==> src/rtl/if_stage.sv <==
// if_stage: RV32I fetch stage, PC register plus IF/ID pipeline register.
// Optional perf counters are enabled with `define IF_PERF_CNT_EN.
package if_pkg;
  typedef struct packed {
    logic [31:0] instr;
    logic [31:0] pc;
    logic [31:0] pc4;
    logic        valid;
  } if_id_t;
endpackage

module if_stage
  import if_pkg::*;
#(
  parameter logic [31:0] PC_RESET  = 32'h0000_0000,
  parameter logic [31:0] NOP_INSTR = 32'h0000_0013,
  parameter int          CNT_W     = 16
) (
  input  logic             i_clk,
  input  logic             i_reset,
  input  logic             i_stall_pc,
  input  logic             i_stall_if_id,
  input  logic             i_flush_if_id,
  input  logic [31:0]      i_pc_target,
  output logic [31:0]      o_imem_addr,
  input  logic [31:0]      i_imem_rdata,
  output logic [31:0]      o_if_pc,
  output logic [31:0]      o_id_instr,
  output logic [31:0]      o_id_pc,
  output logic [31:0]      o_id_pc4,
  output logic             o_id_valid,
  output logic [CNT_W-1:0] o_stall_cnt,
  output logic [CNT_W-1:0] o_flush_cnt
);

  logic [31:0] pc_q;
  logic [31:0] pc4;
  if_id_t      if_id_q;

  assign pc4 = pc_q + 32'd4;

  // Redirect target is forced word aligned.
  always_ff @(posedge i_clk or posedge i_reset) begin
    if (i_reset) begin
      pc_q <= PC_RESET;
    end else if (i_flush_if_id) begin
      pc_q <= {i_pc_target[31:2], 2'b00};
    end else if (!i_stall_pc) begin
      pc_q <= pc4;
    end
  end

  always_ff @(posedge i_clk or posedge i_reset) begin
    if (i_reset) begin
      if_id_q.instr <= NOP_INSTR;
      if_id_q.pc    <= '0;
      if_id_q.pc4   <= '0;
      if_id_q.valid <= 1'b0;
    end else if (i_flush_if_id) begin
      if_id_q.instr <= NOP_INSTR;
      if_id_q.valid <= 1'b0;
    end else if (!i_stall_if_id) begin
      if_id_q.instr <= i_imem_rdata;
      if_id_q.pc    <= pc_q;
      if_id_q.pc4   <= pc4;
      if_id_q.valid <= 1'b1;
    end
  end

  assign o_imem_addr = pc_q;
  assign o_if_pc     = pc_q;
  assign o_id_instr  = if_id_q.instr;
  assign o_id_pc     = if_id_q.pc;
  assign o_id_pc4    = if_id_q.pc4;
  assign o_id_valid  = if_id_q.valid;

`ifdef IF_PERF_CNT_EN
  logic [CNT_W-1:0] stall_cnt_q;
  logic [CNT_W-1:0] flush_cnt_q;

  // Saturating counters; only reset clears them.
  always_ff @(posedge i_clk or posedge i_reset) begin
    if (i_reset) begin
      stall_cnt_q <= '0;
      flush_cnt_q <= '0;
    end else begin
      if (i_stall_pc && !i_flush_if_id &&
          stall_cnt_q != '1)
        stall_cnt_q <= stall_cnt_q + 1'b1;
      if (i_flush_if_id && flush_cnt_q != '1)
        flush_cnt_q <= flush_cnt_q + 1'b1;
    end
  end

  assign o_stall_cnt = stall_cnt_q;
  assign o_flush_cnt = flush_cnt_q;
`else
  assign o_stall_cnt = '0;
  assign o_flush_cnt = '0;
`endif

endmodule

==> config.mk <==
export PLATFORM = sky130hd
export DESIGN_NAME = if_stage
export DESIGN_NICKNAME = d
export VERILOG_FILES = /design/src/rtl/if_stage.sv
export SDC_FILE = /design/constraint.sdc
export NUM_CORES = 1
export LEC_CHECK = 0
export CAP_MARGIN = 20
export CELL_PAD_IN_SITES_DETAIL_PLACEMENT = 1
export CELL_PAD_IN_SITES_GLOBAL_PLACEMENT = 1
export CORE_ASPECT_RATIO = 1.4
export CORE_MARGIN = 4
export CORE_UTILIZATION = 34
export DETAILED_ROUTE_END_ITERATION = 7
export PLACE_DENSITY_LB_ADDON = 0.1
export SETUP_SLACK_MARGIN = 0.02
export SLEW_MARGIN = 20
export SYNTH_ARGS = -nofsm -noshare
export SYNTH_HDL_FRONTEND = slang
export SYNTH_SLANG_ARGS = --single-unit
==> constraint.sdc <==
create_clock -name i_clk -period 5.5 [get_ports i_clk]
set_input_delay 0.55 -clock i_clk [delete_from_list [all_inputs] [get_ports i_clk]]
set_output_delay 0.55 -clock i_clk [all_outputs]
set_load 0.01 [all_outputs]
Word-level counts from Yosys, hierarchy flattened
Cells that the tools add are included.
{"block": "totals", "inputBits": 69, "wordCells": 16, "ff_bits": 129}
{"block": "op_classes", "muxes": 5, "n_eq_ne": 2, "n_bitwise": 2, "n_addsub": 1, "n_reduce_logical": 1}
{"cell": "97-bit 2-to-1 mux", "n": 1}
{"cell": "32-bit 2-to-1 mux", "n": 3}
{"cell": "32-bit by 3-bit adder with 32-bit output, second input constant", "n": 1}
{"cell": "2-bit by 1-bit inequality test with 1-bit output, second input constant", "n": 2}
{"cell": "1-bit NOT", "n": 2}
{"cell": "2-bit AND reduction", "n": 1}
{"cell": "1-bit 2-to-1 mux", "n": 1}

Logic depth before layout (Yosys ltp)
{"block": "depth", "word_depth": 3, "mapped_depth": 8, "ltp_nobuf": 5}

Worst setup path after synthesis
No wires, ideal clock.
{"block": "synth_path", "path_type": "register to register", "from": "register pc_q[15], in the netlist o_if_pc[15]", "to": "register if_id_q (netlist bit o_id_pc4[28])", "arrival_ns": 2.125, "setup_slack_ns": 3.288, "required_time_ns": 5.413, "path_buffers": 2, "period_less_slack_ns": 2.212, "path_stages_with_launch": 7, "cell_sequence": "dfrtp_1 > buf_2 > nand4_2 > or4_1 > buf_2 > or4b_2 > o211ai_1"}
{"block": "synth_via", "elab_chain_len": 1}
{"element": "start, declared", "line": "36", "text": "logic [31:0] pc_q;"}
{"element": "start signal, assigned", "line": "47", "text": "pc_q <= {i_pc_target[31:2], 2'b00};"}
{"element": "start signal, assigned", "line": "49", "text": "pc_q <= pc4;"}
{"element": "32-bit by 3-bit adder with 32-bit output", "line": "40", "text": "assign pc4 = pc_q + 32'd4;"}
{"element": "end, declared", "line": "38", "text": "if_id_t if_id_q;"}
No other way between the ends.
A chain may end at the register's enable or synchronous reset.

Worst setup path in the final report
{"block": "layout_path", "from": "input port i_stall_pc", "to": "register pc_q[28], in the netlist o_if_pc[28]"}
{"block": "layout_via", "elab_chain_len": 1}
{"element": "start, declared", "line": "21", "text": "input logic i_stall_pc,"}
{"element": "2-bit by 1-bit inequality test with 1-bit output (no line)"}
No other way between the ends.

==> reports/results.tsv <==
stage	metric	value	unit
status	outcome	complete, no violations	
clock_network	ctsLongestPathBuffers	2	
logic_synthesis	ys_types	45	
setup_path	r2r-start	o_if_pc[2]	
sta	slew-limit-headroom	30.20	%
layout	synthToLayoutAreaGrowth	40.58	%
sta	setup_tns	0	ns
setup_path	critPathKind	in -> reg	
sta	clock-skew-final	0.009277	ns
placed_design	placed_area	8280	µm²
setup_path	max_stage_delay	0.89	ns
logic_synthesis	yosysTopAreaCellShare	47.37	%
logic_synthesis	ys_top_cells_by_area	dfrtp_1 47%, buf_4 8.3%, nand2_1 7.3%, mux2i_1 5.2%, nor2_1 4.2%	
route	route.detailed.drc	0	
power_and_ir_drop	leakagePower	3.783	nW
floorplan	ios	262	
grt	grt_use_total	20.98	%
sta	hold_violations	0	
route	drt_iter0_drc	274	
clock_network	clk_pin_slew	0.06	ns
setup_path	startpoint	i_stall_pc	
grt	grt_pass1_wl	33900	µm
setup_path	r2r_slack	2.88	ns
clock_network	clock-sinks	123	
logic_synthesis	synth_edf_count	0	
layout	post-route-util	49.12	%
floorplan	die_h	169.6	µm
route	dr_total_vias	5579	
logic_synthesis	yosysSeqAreaShare	48.62	%
grt	antenna_found_initial	0	
setup_path	crit_cells	5	
sta	layout_min_cycle_time	2.819	ns
sta	setup_violations	0	
setup_path	setup.worst_path.end_class	register	
sta	worst_pin_slew	1.047	ns
hold_path	hold_start	o_id_pc[19]	
layout	nets	925	
logic_synthesis	synth-seq-cells	123	
logic_synthesis	synth_warnings	0	
grt	overflow	0	
layout	layout.cells.non_filler	1108	
floorplan	core_area	18140	µm²
floorplan	rows	58	
route	firstDrtPassIters	4	
setup_path	critical_path.top_delay_family	simple AND/OR/NAND/NOR gates	
setup_path	critical_path_required	5.83	ns
setup_path	ff2ff_path_depth	4	
setup_path	crit_path_end	o_if_pc[28]	
logic_synthesis	ys_async_sr_fraction	100.0	%
setup_path	crit_arrival	3.15	ns
layout	n_fill_cell	2087	
setup_path	path_cells	clkdlybuf4s50_1, nand2b_1, or4_1, or4_1, a31oi_1	
floorplan	dieArea	20920	µm²
route	vias_per_cell	5.035	
logic_synthesis	synth_cells	692	
clock_network	cts_inserted_buffers	17	
floorplan	die_w	123.4	µm
setup_path	crit_path_frequent_cell	or4_1	
placed_design	io_buffers	219	
setup_path	path_max_fanout	22	
placed_design	gpl.final_weighted_congestion	0.8075	
clock_network	cts_tree	yes	
logic_synthesis	synth_top_area_cell	dfrtp_1	
hold_path	hp-class	reg -> reg	
sta	fmax	0.3548	GHz
clock_network	cts_setup_buffers	0	
placed_design	dp.cells	1075	
sta	fin_ws	2.681	ns
clock_network	cts_resized	0	
sta	rsz0062_at_grt	false	
sta	fin_crit_sh	51.25	%
setup_path	reg2reg_to	o_id_pc4[28]	
clock_network	cts_hold_buf	0	
clock_network	clk_latency	0.42	ns
power_and_ir_drop	p_total	2.905	mW
run	drv.max_cap_violation_count	0	
logic_synthesis	netlist_area	6339	µm²
layout	drive_gt1_share	6.106	%
grt	grt_pass1_vias	6069	
setup_path	critical_path_buf_inv_count	1	
placed_design	pre_cts_ws	2.256	ns
route	wl_per_cell	19.48	µm
clock_network	htreeDepth	4	
layout	fin_area	8911	µm²
route	antenna_left	0	
sta	hold_ws	0.4775	ns
clock_network	cts_root_buf	clkbuf_16	
route	finalWirelength	21580	µm
power_and_ir_drop	power_density	326.0	nW/µm²
power_and_ir_drop	peakVddDrop	138.3	µV
floorplan	start_util	34.94	%
logic_synthesis	avgSynthCellArea	9.160	µm²
placed_design	hpwlAfterDp	15620	µm
grt	grt_max_degree	66	
sta	slew_violations	0	
layout	insertedDiodeCount	0	
setup_path	crit_path_start_kind	input port	
setup_path	slowest_stage	clkdlybuf4s50_1	
logic_synthesis	dominantRegCellSynth	dfrtp_1	
placed cells by master, fill, tap and decap left out, drive strengths merged, types with 9 or more instances in the layout:
cell type,count
o21ai,40
or4,21
conb,40
dfrtp,120
a31oi,24
nor3,9
clkdlybuf4s50,217
or3,12
nand3,16
xnor2,19
mux2i,33
nor2,71
o31ai,13
nand2,124
nand4,12
clkbuf,19
worst min-delay path by stage:
| stage | to | cells after the start |
|---|---|---|
| 3_5_place_dp | o_id_pc4[3] | 2 |
| 4_1_cts | o_id_pc4[3] | 2 |
| 5_1_grt | o_id_pc[27] | 1 |
| 2_1_floorplan | o_id_pc4[3] | 2 |
| 3_3_place_gp | o_id_pc[22] | 2 |
| 6_report | o_id_pc[19] | 2 |
synth_stat cells, types with 2 or more instances:
| library cell | number |
|---|---|
| nand2_1 | 124 |
| dfrtp_1 | 120 |
| nor2_1 | 71 |
| buf_4 | 70 |
| o21ai_0 | 40 |
| clkbuf_1 | 36 |
| mux2i_1 | 33 |
| a31oi_1 | 24 |
| or4_1 | 20 |
| xnor2_1 | 19 |
| nand3_1 | 16 |
| o31ai_1 | 13 |
| or3_1 | 12 |
| nand4_1 | 10 |
| nor3_1 | 9 |
| buf_2 | 7 |
| nor4_1 | 7 |
| inv_1 | 6 |
| a21o_1 | 5 |
| buf_1 | 5 |
| o211ai_1 | 4 |
| or2_2 | 4 |
| xor2_1 | 4 |
| a22oi_1 | 3 |
| and2_1 | 3 |
| and4_1 | 3 |
| dfstp_2 | 3 |
| and3_1 | 2 |
| buf_6 | 2 |
| nand2b_1 | 2 |
state kept, by name, indices dropped and copies added, names as in the netlist:
name,flops
o_id_instr,32
o_id_pc4,30
o_id_pc,30
o_if_pc,30
o_id_valid,1
cells by family after synthesis:
group / synth area share, %
simple gates: 21.54
buf+inv: 12.04
flops: 48.62
compound gates: 9.159
mux: 5.211
xor+xnor: 3.178
fa+ha+maj: 0.1974
other cells: 0.05916
per-layer routing:
metal  GRT usage [%]  part of all wire, %  vias up  routed length [µm]
li1                -                    -     2575                   -
met1           23.08                   37     2784                7902
met2           39.13                   56      195               12140
met3           4.735                  5.3       25                1134
met4           6.988                  1.9        0                 403
met5               0                    0        -                   0
area by class of cell:
| class | instances | area [µm²] | share of cell area [%] |
|---|---|---|---|
| Tap cell | 240 | 300.3 | 3.370 |
| Inverter | 7 | 31.28 | 0.3510 |
| Clock inverter | 13 | 166.4 | 1.867 |
| Sequential cell | 123 | 3082 | 34.58 |
| Multi-Input combinational cell | 481 | 2648 | 29.71 |
| Timing Repair Buffer | 225 | 2231 | 25.04 |
| Clock buffer | 19 | 452.9 | 5.083 |
worst register-to-register path, delay by kind of cell (launching register included):
kind            cells  cell delay (ns)
simple gates        2             1.36
flops               1             0.67
fa+ha+maj           1             0.39
compound gates      1             0.11
power by group:
group / total, mW / switching (mW) / internal (mW)
Sequential: 1.13 / 0.119 / 1.01
Combinational: 0.609 / 0.283 / 0.326
Clock: 1.17 / 0.431 / 0.739
Total: 2.91 / 0.834 / 2.07
(Power assumes the default switching activity.)
==> RTL change: new RTL, same flow settings <==
The parameter `CNT_W` goes from 16 to 32.
--- a/src/rtl/if_stage.sv
+++ b/src/rtl/if_stage.sv
@@ -15,5 +15,5 @@
   parameter logic [31:0] PC_RESET  = 32'h0000_0000,
   parameter logic [31:0] NOP_INSTR = 32'h0000_0013,
-  parameter int          CNT_W     = 16
+  parameter int          CNT_W     = 32
 ) (
   input  logic             i_clk,
Interface: changed (resized o_flush_cnt and o_stall_cnt); port bits go from 262 to 294. The function was not compared with the original's and may differ.
==> RTL change against the unedited design <==
Total power increased by 1.7%; synthesized area rose by 3.8%; sequential cell count unchanged; routed wire length up 0.18%; cell count increased by 3.2%; first-iteration DRC count increased by 4.4%; clock skew hardly changed; worst setup slack got worse by 46 ps; synthesized cell count rose by 4.6%; die area increased by 3.6%; cell area up 1.7%.
==> RTL change: results (changes against the unedited design) <==
- Cts bufs inserted: 17 (unchanged)
- Commonest cells post-synth: nand2_1, dfrtp_1, buf_4, nor2_1, o21ai_0
- Initial antenna violation count: 2 (+2)
- Register area share after synthesis: 46.8% (-1.8 points)
- Setup Skew: 8.80 ps (-0.481 ps)
- Critical path's slowest cell: clkdlybuf4s50_1
- Fraction of layout cells with a size suffix above 1: 5.89% (-0.22 points)
- Clock slew at reported path FFs: 60 ps (about the same)
- Synth warn: 0 (unchanged)
- Via count: 5,653 (+1.3%)
- Worst Path Arrival: 3190 ps (+40 ps)
- Longest Clk Path Bufs: 2 (unchanged)
- Post_cts resized: 0 (unchanged)
- Vias in the first global route: 6,055 (-0.23%)
- GRT Overall Usage: 20.0% (-0.98 points)
- Status: finished clean
- Worst vdd ir: 0.000166 V (+20%)
- Wire per inst: 18.9 um (-3.0%)
- Hold Path Class: register to register
- Worst Tran Pin Value: 914 ps (-133 ps)
- Flop-to-flop setup slack: 2840 ps (-40 ps)
- Max FFs per register: 32 (unchanged)
- P_leak: 3.90 nW (+3.0%)
- DRT Pass-1 Iters: 4 (unchanged)
- Slowest stage delay, CP: 890 ps (about the same)
- Number of synthesized flops with an enable pin: 0 (unchanged)
- Final net count: 957 (+3.5%)
- Placer Congestion: 0.747 (-7.6%)
- Hpwl dp: 15.7 mm (+0.51%)
- First-pass GRT wire length: 34.6 mm (+2.1%)
- H-Tree Level Count: 4 (unchanged)
- Root buffer cell: clkbuf_16
- Hold_ws: 476 ps (-1.91 ps)
- Ys async rst share: 100% (unchanged)
- Area contributors post-synth: dfrtp_1, buf_4, nand2_1
- Post-CTS Setup Bufs: 0 (unchanged)
- Largest net degree at the start of global routing: 83 (+26%)
- Critical Path Fanout Max: 22 (unchanged)
- FILL cells: 2,147 (+2.9%)
- Clock Latency Late Sink: 420 ps (about the same)
- # port buffers: 219 (unchanged)
- # diodes: 0 (unchanged)
- DR iter-0 viols: 286 (+4.4%)
- Count of different cell masters after synthesis: 45 (unchanged)
[RTL change: cell types whose count changed after synthesis, sizes merged]
cell  change
buf      +32
[RTL change: logic make-up (layout without fill, tap and decap cells)]
group / after synthesis / count (layout) / share of synthesized area, %
AND/OR/NAND/NOR: 290 / 290 / 20.7
buffers and inverters: 159 / 264 / 15.3
flip-flops: 123 / 123 / 46.8
AO/OA/AOI/OAI: 94 / 94 / 8.82
multiplexers: 33 / 33 / 5.02
XOR/XNOR: 23 / 23 / 3.06
adder cells (fa/ha/maj): 1 / 1 / 0.190
other: 1 / 72 / 0.0570
[RTL change: stage by stage]
step / setup slack (ps) / std cells / power (mW) / cell area, um2
2_1_floorplan: 1680 / 795 / 1.44 / 6850
3_3_place_gp: 2250 / 1112 / 1.75 / 8410
3_5_place_dp: 2230 / 1112 / 1.77 / 8410
4_1_cts: 2640 / 1144 / 2.99 / 9060
5_1_grt: 2500 / 1144 / 3.10 / 9060
6_report: 2640 / 1144 / 2.96 / 9060
[RTL change: layout make-up]
| cell class | count | area, um2 | share of cell area, % |
|---|---|---|---|
| sequential | 123 | 3080 | 34.0 |
| multi-input combinational | 513 | 2770 | 30.6 |
| timing repair buffer | 225 | 2230 | 24.6 |
| clock buffer | 19 | 453 | 5.00 |
| tap | 244 | 305 | 3.37 |
| clock inverter | 13 | 191 | 2.11 |
| inverter | 7 | 31.3 | 0.345 |
[RTL change: final timing paths]
| path | start | end | cells after the start |
|---|---|---|---|
| setup / recovery | i_stall_pc | o_if_pc[28] | 5 |
| hold / removal | o_id_pc[25] | o_id_pc[25] | 2 |
| setup reg to reg | o_if_pc[2] | o_if_pc[28] | 5 |
| hold reg to reg | o_id_pc[25] | o_id_pc[25] | 2 |
| max in group asynchronous | i_reset | o_id_pc[30] | 3 |
| min in group asynchronous | i_reset | o_id_instr[3] | 2 |
[RTL change: critical path: cells and delay by family]
| kind | cells | cell delay (ps) |
|---|---|---|
| simple gates | 3 | 1570 |
| buf+inv | 1 | 890 |
| compound gates | 1 | 180 |
[RTL change: power by group]
part	switching [mW]	total (mW)	leakage (nW)	internal, mW
registers	0.120	1.13	1.50	1.01
clock network	0.429	1.21	0.306	0.786
logic	0.289	0.614	2.09	0.325
total	0.838	2.96	3.90	2.12
[RTL change: routing by layer]
| metal | up-vias | GRT usage (%) | part of all wire (%) |
|---|---|---|---|
| met3 | 24 | 4.29 | 5.4 |
| met1 | 2800 | 23.0 | 39 |
| met4 | 2 | 6.69 | 2.0 |
| met5 | - | 0 | 0.037 |
| li1 | 2625 | - | - |
| met2 | 202 | 36.5 | 54 |
